`src/rtl/mem_arbiter.sv`:
```
// mem_arbiter: shares one synchronous single-port RAM between an instruction
// fetch port (IF) and a load/store port (EX).
//
// Ports
//   clk, rst_n                 clock, asynchronous active-low reset
//   if_req/if_addr             fetch request (level, held until if_gnt)
//   if_gnt                     fetch issued to the RAM this cycle
//   if_rdata_vld/if_rdata      fetched word, one cycle after if_gnt
//   ex_rden/ex_wren            EX byte enables, single-cycle request pulse
//   ex_addr/ex_wrdata/ex_sext  EX byte address, lane-replicated data, sign flag
//   ex_busy                    EX one-entry buffer occupied
//   ex_rdata_vld/ex_rdata      aligned and extended load result
//   err_ovf                    sticky: EX request arrived while ex_busy
//   mem_addr/mem_rden/mem_wren/mem_wrdata/mem_rdata  RAM port (1-cycle read)
//
// Configuration
//   MEM_ARB_FAIR_EN  when defined, IF wins a tie if the previous issued access
//                    was EX; otherwise buffered EX always beats IF.
module mem_arbiter #(
  parameter int unsigned MEM_AW = 12
) (
  input  logic              clk,
  input  logic              rst_n,
  input  logic              if_req,
  input  logic [31:0]       if_addr,
  output logic              if_gnt,
  output logic              if_rdata_vld,
  output logic [31:0]       if_rdata,
  input  logic [3:0]        ex_rden,
  input  logic [3:0]        ex_wren,
  input  logic [31:0]       ex_addr,
  input  logic [31:0]       ex_wrdata,
  input  logic              ex_sext,
  output logic              ex_busy,
  output logic              ex_rdata_vld,
  output logic [31:0]       ex_rdata,
  output logic              err_ovf,
  output logic [MEM_AW-1:0] mem_addr,
  output logic              mem_rden,
  output logic [3:0]        mem_wren,
  output logic [31:0]       mem_wrdata,
  input  logic [31:0]       mem_rdata
);

  typedef enum logic [1:0] {
    S_IDLE,
    S_IF_RSP,
    S_EX_RSP
  } state_e;

  state_e              state_q, state_d;
  logic                buf_vld_q, buf_vld_d;
  logic [MEM_AW-1:0]   buf_addr_q, buf_addr_d;
  logic [3:0]          buf_rden_q, buf_rden_d;
  logic [3:0]          buf_wren_q, buf_wren_d;
  logic [31:0]         buf_wrdata_q, buf_wrdata_d;
  logic                buf_sext_q, buf_sext_d;
  logic [3:0]          rsp_rden_q, rsp_rden_d;
  logic                rsp_sext_q, rsp_sext_d;
  logic                ovf_q, ovf_d;
`ifdef MEM_ARB_FAIR_EN
  logic                last_ex_q, last_ex_d;
`endif

  logic ex_req;
  logic issue_ex;
  logic issue_if;

  // Address bits outside the RAM word range are intentionally ignored.
  logic unused_addr_bits;
  assign unused_addr_bits = ^{if_addr[31:MEM_AW+2], if_addr[1:0],
                              ex_addr[31:MEM_AW+2], ex_addr[1:0]};

  assign ex_req = (|ex_rden) | (|ex_wren);

  // Arbitration. Gating with rst_n keeps if_gnt and the RAM strobes low
  // while reset is held even if if_req is high.
  always_comb begin
    issue_ex = buf_vld_q;
    issue_if = if_req & ~buf_vld_q;
`ifdef MEM_ARB_FAIR_EN
    if (buf_vld_q && if_req && last_ex_q) begin
      issue_ex = 1'b0;
      issue_if = 1'b1;
    end
`endif
    issue_ex = issue_ex & rst_n;
    issue_if = issue_if & rst_n;
  end

  // RAM port drive; idle cycles present all zeros.
  always_comb begin
    mem_addr   = '0;
    mem_rden   = 1'b0;
    mem_wren   = '0;
    mem_wrdata = '0;
    if (issue_if) begin
      mem_addr = if_addr[MEM_AW+1:2];
      mem_rden = 1'b1;
    end else if (issue_ex) begin
      mem_addr   = buf_addr_q;
      mem_rden   = (buf_wren_q == 4'b0000);
      mem_wren   = buf_wren_q;
      mem_wrdata = buf_wrdata_q;
    end
  end

  assign if_gnt  = issue_if;
  assign ex_busy = buf_vld_q;
  assign err_ovf = ovf_q;

  function automatic logic [31:0] align_load(input logic [31:0] w,
                                             input logic [3:0]  en,
                                             input logic        sx);
    logic [31:0] r;
    case (en)
      4'b0011: r = {{16{sx & w[15]}}, w[15:0]};
      4'b1100: r = {{16{sx & w[31]}}, w[31:16]};
      4'b0001: r = {{24{sx & w[7]}},  w[7:0]};
      4'b0010: r = {{24{sx & w[15]}}, w[15:8]};
      4'b0100: r = {{24{sx & w[23]}}, w[23:16]};
      4'b1000: r = {{24{sx & w[31]}}, w[31:24]};
      default: r = w;
    endcase
    return r;
  endfunction

  // Read data is routed combinationally from the RAM in the response cycle so
  // a load captured at T returns at T+2.
  always_comb begin
    if_rdata_vld = (state_q == S_IF_RSP);
    ex_rdata_vld = (state_q == S_EX_RSP);
    if_rdata     = if_rdata_vld ? mem_rdata : '0;
    ex_rdata     = ex_rdata_vld ? align_load(mem_rdata, rsp_rden_q, rsp_sext_q) : '0;
  end

  always_comb begin
    state_d      = S_IDLE;
    buf_vld_d    = buf_vld_q & ~issue_ex;
    buf_addr_d   = buf_addr_q;
    buf_rden_d   = buf_rden_q;
    buf_wren_d   = buf_wren_q;
    buf_wrdata_d = buf_wrdata_q;
    buf_sext_d   = buf_sext_q;
    rsp_rden_d   = rsp_rden_q;
    rsp_sext_d   = rsp_sext_q;
    ovf_d        = ovf_q | (ex_req & buf_vld_q);
`ifdef MEM_ARB_FAIR_EN
    last_ex_d    = last_ex_q;
    if (issue_ex || issue_if) begin
      last_ex_d = issue_ex;
    end
`endif

    if (issue_if) begin
      state_d = S_IF_RSP;
    end else if (issue_ex && (buf_wren_q == 4'b0000)) begin
      state_d    = S_EX_RSP;
      rsp_rden_d = buf_rden_q;
      rsp_sext_d = buf_sext_q;
    end

    // Capture only into an empty buffer; a request while busy is dropped even
    // if the buffer drains on this same edge.
    if (ex_req && !buf_vld_q) begin
      buf_vld_d    = 1'b1;
      buf_addr_d   = ex_addr[MEM_AW+1:2];
      buf_wren_d   = ex_wren;
      buf_rden_d   = (ex_wren != 4'b0000) ? 4'b0000 : ex_rden;
      buf_wrdata_d = ex_wrdata;
      buf_sext_d   = ex_sext;
    end
  end

  always_ff @(posedge clk or negedge rst_n) begin
    if (!rst_n) begin
      state_q      <= S_IDLE;
      buf_vld_q    <= 1'b0;
      buf_addr_q   <= '0;
      buf_rden_q   <= '0;
      buf_wren_q   <= '0;
      buf_wrdata_q <= '0;
      buf_sext_q   <= 1'b0;
      rsp_rden_q   <= '0;
      rsp_sext_q   <= 1'b0;
      ovf_q        <= 1'b0;
`ifdef MEM_ARB_FAIR_EN
      last_ex_q    <= 1'b0;
`endif
    end else begin
      state_q      <= state_d;
      buf_vld_q    <= buf_vld_d;
      buf_addr_q   <= buf_addr_d;
      buf_rden_q   <= buf_rden_d;
      buf_wren_q   <= buf_wren_d;
      buf_wrdata_q <= buf_wrdata_d;
      buf_sext_q   <= buf_sext_d;
      rsp_rden_q   <= rsp_rden_d;
      rsp_sext_q   <= rsp_sext_d;
      ovf_q        <= ovf_d;
`ifdef MEM_ARB_FAIR_EN
      last_ex_q    <= last_ex_d;
`endif
    end
  end

endmodule
```
`config.mk`:
```
export PLATFORM = sky130hd
export DESIGN_NAME = mem_arbiter
export DESIGN_NICKNAME = d
export VERILOG_FILES = /design/src/rtl/mem_arbiter.sv
export SDC_FILE = /design/constraint.sdc
export NUM_CORES = 1
export LEC_CHECK = 0
export ABC_AREA = 1
export BUFFER_PORTS_ARGS = -buffer_cell sky130_fd_sc_hd__buf_2
export CORE_AREA = 2 2 99 101
export DETAILED_ROUTE_END_ITERATION = 16
export DIE_AREA = 0 0 101 103
export PLACE_DENSITY = 0.88
export SYNTH_ARGS = -nofsm -noshare
export SYNTH_HDL_FRONTEND = slang
export SYNTH_SLANG_ARGS = --single-unit
```
`constraint.sdc`:
```
create_clock -name clk -period 1.8 [get_ports clk]
set_clock_uncertainty 0.05 [all_clocks]
set_input_delay 0.18 -clock clk [delete_from_list [all_inputs] [get_ports clk]]
set_output_delay 0.18 -clock clk [all_outputs]
set_load 0.005 [all_outputs]
```
==> Word-level counts from Yosys, hierarchy flattened <==
Cells that the tools add are included.
{ "classes": {"eq_ne": 8, "n_mux": 15, "bitwise": 14, "reduce_logical": 8} }
{ "op_table": {"columns": ["cell", "count"], "rows": [
  ["$pmux W32 S6", 1],
  ["$mux W32", 4],
  ["$mux W12", 2],
  ["$mux W4", 3],
  ["$and A1 B1 Y1", 9],
  ["$eq A4 B2 Y1 const B", 2],
  ["$eq A4 B4 Y1 const B", 2],
  ["$reduce_or A4 Y1", 2],
  ["$eq A4 B1 Y1 const B", 1],
  ["$eq A4 B3 Y1 const B", 1],
  ["$logic_not A4 Y1", 1],
  ["$mux W2", 2],
  ["$reduce_bool A4 Y1", 1],
  ["$mux W1", 3],
  ["$not A1 Y1", 3],
  ["$eq A2 B1 Y1 const B", 1],
  ["$eq A2 B2 Y1 const B", 1],
  ["$logic_and A1 B1 Y1", 2],
  ["$or A1 B1 Y1", 2],
  ["$reduce_and A2 Y1", 1],
  ["$logic_not A1 Y1", 1]
]} }
{ "word_totals": {"register_bits": 62, "out_inout_bits": 118, "wordCells": 55} }

==> Logic depth before layout (Yosys ltp) <==
{ "logic_depth": {"word_depth": 5, "mapped_depth": 9, "mapped_depth_nobuf": 8} }

==> Worst setup path after synthesis <==
OpenSTA, ideal clock, no wires.
{ "synth_path": {"path_kind": "reg-to-output", "from": "register rsp_rden_q[0]", "to": "output port ex_rdata[22]", "arrival_time_ps": 1320, "t_required_ps": 1570, "setup_slack_ps": 250, "path_stages_with_launch": 9, "path_buffers": 1, "cell_sequence": "dfrtp_1 -> nor2_4 -> nand2_4 -> nor2_4 -> nand2_1 -> nand3_2 -> nand2_4 -> buf_12 -> nor2_2"} }
{ "synth_via": {"elab_chain_cells": 3, "elab_cells_between_ends": 8} }
{ "synth_rtl": {"columns": ["item", "line_no", "source"], "rows": [
  ["start: declaration", "58", "logic [3:0] rsp_rden_q, rsp_rden_d;"],
  ["start signal: assignment", "198", "rsp_rden_q <= rsp_rden_d;"],
  ["$eq A4 B4 Y1, or another cell as far along", "116", "case (en)"],
  ["$pmux W32 S6 *", "116", null],
  ["$mux W32 *", "134", "ex_rdata = ex_rdata_vld ? align_load(mem_rdata, rsp_rden_q, rsp_sext_q) : '0;"],
  ["end: declaration", "36", "output logic [31:0] ex_rdata,"]
]} }
Mark *: on every way between the ends. The rest lies on a longest branch, timed or not.

==> Worst setup path after layout <==
{ "layout_path": {"from": "register rsp_rden_q[2]", "to": "output port ex_rdata[26]"} }
The elaborated chain is that of the path after synthesis.

==> results_dict.tcl <==
set metrics [dict create \
    status "finished with violations" \
    violations "negative setup slack" \
    ys.warnings.count 0 \
    holdCritStartpoint "ex_wrdata[19]" \
    start_kind "flip-flop" \
    dieArea_um2 10400 \
    place_hpwl_mm 9.52 \
    slew_headroom_pct 68.3 \
    htree_levels 3 \
    cp.arrival_ns 1.82 \
    antennaDiodeCount 0 \
    synthFlopType "dfrtp_1" \
    fin_total_pwr_mw 8.15 \
    min_path_type "input port to flip-flop" \
    worst_path_most_repeated_cell "nor2_4" \
    vias_per_cell 4.95 \
    num_io_pins 258 \
    fmax_mhz 489 \
    cts_tree "yes" \
    period_needed_ns 2.05 \
    finalSetupViolCount 32 \
    rows 36 \
    dp_cells 908 \
    period_share_pct 114 \
    syn-instance-count 585 \
    cts_buffer_depth 2 \
    grt_pass1_wl_mm 20.1 \
    yosys_register_bits 62 \
    drtIter0Drc 237 \
    pwr_density_cell_nw_per_um2 1450 \
    drt-total-wl_mm 13.3 \
    async_flop_share_pct 100 \
    synth_area_leaders "dfrtp_1 41%, nand2_1 15%, nor2_1 12%" \
    yosysMostFrequentCell "nand2_1" \
    io_buffers 217 \
    maxCapViolCount 0 \
    wire_per_inst_um 14.2 \
    synth_edf_count 0 \
    fillCellCount 863 \
    final-seq-area_um2 1560 \
    first_pass_iters 5 \
    die_x_um 101 \
    overflow 0 \
    numCtsBuffers 9 \
    routed-via-count 4642 \
    yosysSeqAreaShare_pct 40.6 \
    finalHoldViolCount 0 \
    clk_latency_ns 0.34 \
    drv_slew 0 \
    numClockSinks 62 \
    start_util_pct 40.4 \
    worstPathMaxFanout 8 \
    startpoint "rsp_rden_q[2]" \
    synth_common_cells "157 x nand2_1, 119 x nor2_1, 92 x inv_1, 62 x dfrtp_1, 59 x nand3_1" \
    multiInputGateArea_um2 2010 \
    cpLargestDelayFamily "simple AND/OR/NAND/NOR gates" \
    crit_chain "buf_4, nor2_4, nand3_1, nand2_2, nor2_4, nand3_4, nand2_8, nor2_2, buf_2" \
    ys_types 25 \
    fin_util_pct 59.5 \
    drc 0 \
    clk_pin_slew_worst_paths_ns 0.07 \
    rr_startpoint "ex_busy" \
    cp_slowest_cell "dfrtp_2" \
    fin_cells 938 \
    tightest_slew_ns 0.476 \
    ant_nets 0 \
    syn-num-nets 725 \
    gp_congestion 0.937 \
    nets 959 \
    critPathMaxStageDelay_ns 0.43 \
    whs_ns 0.0198 \
    die_h_um 103 \
    antenna_found_initial 0 \
    grt_max_degree 47 \
    grt_pass1_vias 4214 \
    grt_use_total_pct 24.8 \
    critPathRequiredTime_ns 1.57 \
    endpoint_kind "output port" \
    synth.avg_cell_area_um2 6.54 \
    ir_drop_v 0.000835 \
    root_buffer "clkbuf_8" \
    worst_slack_ns -0.247 \
    syn_area_um2 3820 \
    rsz0062_at_grt "yes" \
    power.leakage_nw 3.50 \
    critPathBufInv 2 \
    fp.coreArea_um2 9460 \
    drive_gt1_share_pct 39.9 \
    worstSetupPathType "flip-flop to output port" \
    syn_to_final_growth_pct 47.2 \
    synth_top_cell_by_area "dfrtp_1" \
    yosysTopAreaCellShare_pct 40.6 \
]
kinds of logic (layout without fill, tap and decap cells):
family | count (synthesis) | count (layout) | synth area share, %
and+or+nand+nor | 361 | 362 | 40.2
buffers and inverters | 122 | 360 | 12.6
DFF | 62 | 62 | 40.6
AOI/OAI and AO/OA | 40 | 40 | 6.64
power by group:
group          internal (mW)  switching, mW
Sequential              2.02          0.403
Combinational           1.66           2.72
Clock                  0.814          0.528
Total                   4.50           3.65
sequential cells by signal, indices dropped and copies added (netlist names):
register	count
buf_addr_q	12
buf_rden_q	4
buf_sext_q	1
buf_wrdata_q	32
buf_wren_q	4
err_ovf	1
ex_busy	1
rsp_rden_q	4
rsp_sext_q	1
state_q	2
per-layer routing:
layer	up-vias	GRT usage (%)	wire length (um)	share of wire (%)
met1	2101	27.8	4850	37
li1	2247	-	-	-
met2	265	43.6	6820	51
met3	29	6.51	1240	9.3
met5	-	0	0	0
met4	0	13.0	384	2.9
area by class of cell:
type,instances,area share [%]
multi-input cells,402,35.7
flip-flops and latches,62,27.7
repair buffers,248,23.7
inverters,95,6.40
clock buffers,12,2.58
well taps,114,2.53
clock inverters,4,1.24
repair inverters,1,0.133
metrics by stage:
stage,TNS [ns],setup WS [ns],area (um2)
2_1_floorplan,0,0.250,3820
3_3_place_gp,0,0.0914,5080
3_5_place_dp,0,0.0658,5080
4_1_cts,-5.10,-0.178,5470
5_1_grt,-8.95,-0.346,5630
6_report,-5.57,-0.247,5630
path summary, 6_finish.rpt:
| kind | end | slack (ns) | cells past startpoint |
|---|---|---|---|
| worst max register to register | rsp_rden_q[1] | 0.40 | 7 |
| worst min register to register | buf_wrdata_q[30] | 0.42 | 2 |
| worst min-delay path | buf_wrdata_q[19] | 0.02 | 3 |
| worst max-delay path | ex_rdata[26] | -0.25 | 9 |
| min in group asynchronous | state_q[1] | 0.23 | 2 |
| max in group asynchronous | rsp_sext_q | 0.39 | 4 |
placed cells by master (no fill, tap or decap), drive strengths merged:
| cell | count |
|---|---|
| clkinv | 3 |
| o22ai | 5 |
| nor3 | 3 |
| buf | 247 |
| nand3 | 61 |
| nand4 | 2 |
| a21o | 1 |
| clkinvlp | 2 |
| o21ai | 14 |
| clkbuf | 12 |
| a21oi | 8 |
| a22o | 12 |
| dfrtp | 62 |
| bufinv | 2 |
| inv | 93 |
| nand2 | 161 |
| dlygate4sd3 | 1 |
| nor2 | 133 |
| nand3b | 2 |
what timing repair did:
item | CTS | global route
hold buffers | 1 | 0
setup buffers | 8 | 2
pin swaps | 9 | 2
endpoints found under the hold margin | 28 | 0
gates resized for setup | 24 | 41
gates cloned | 2 | 1
endpoints found under the setup margin | 45 | 87
tightest hold or removal path: stages:
cell and delay [ns]:
buf_2 0.07, nand3_1 0.06, nand2_1 0.06
Power figures use the tool's default switching activity.
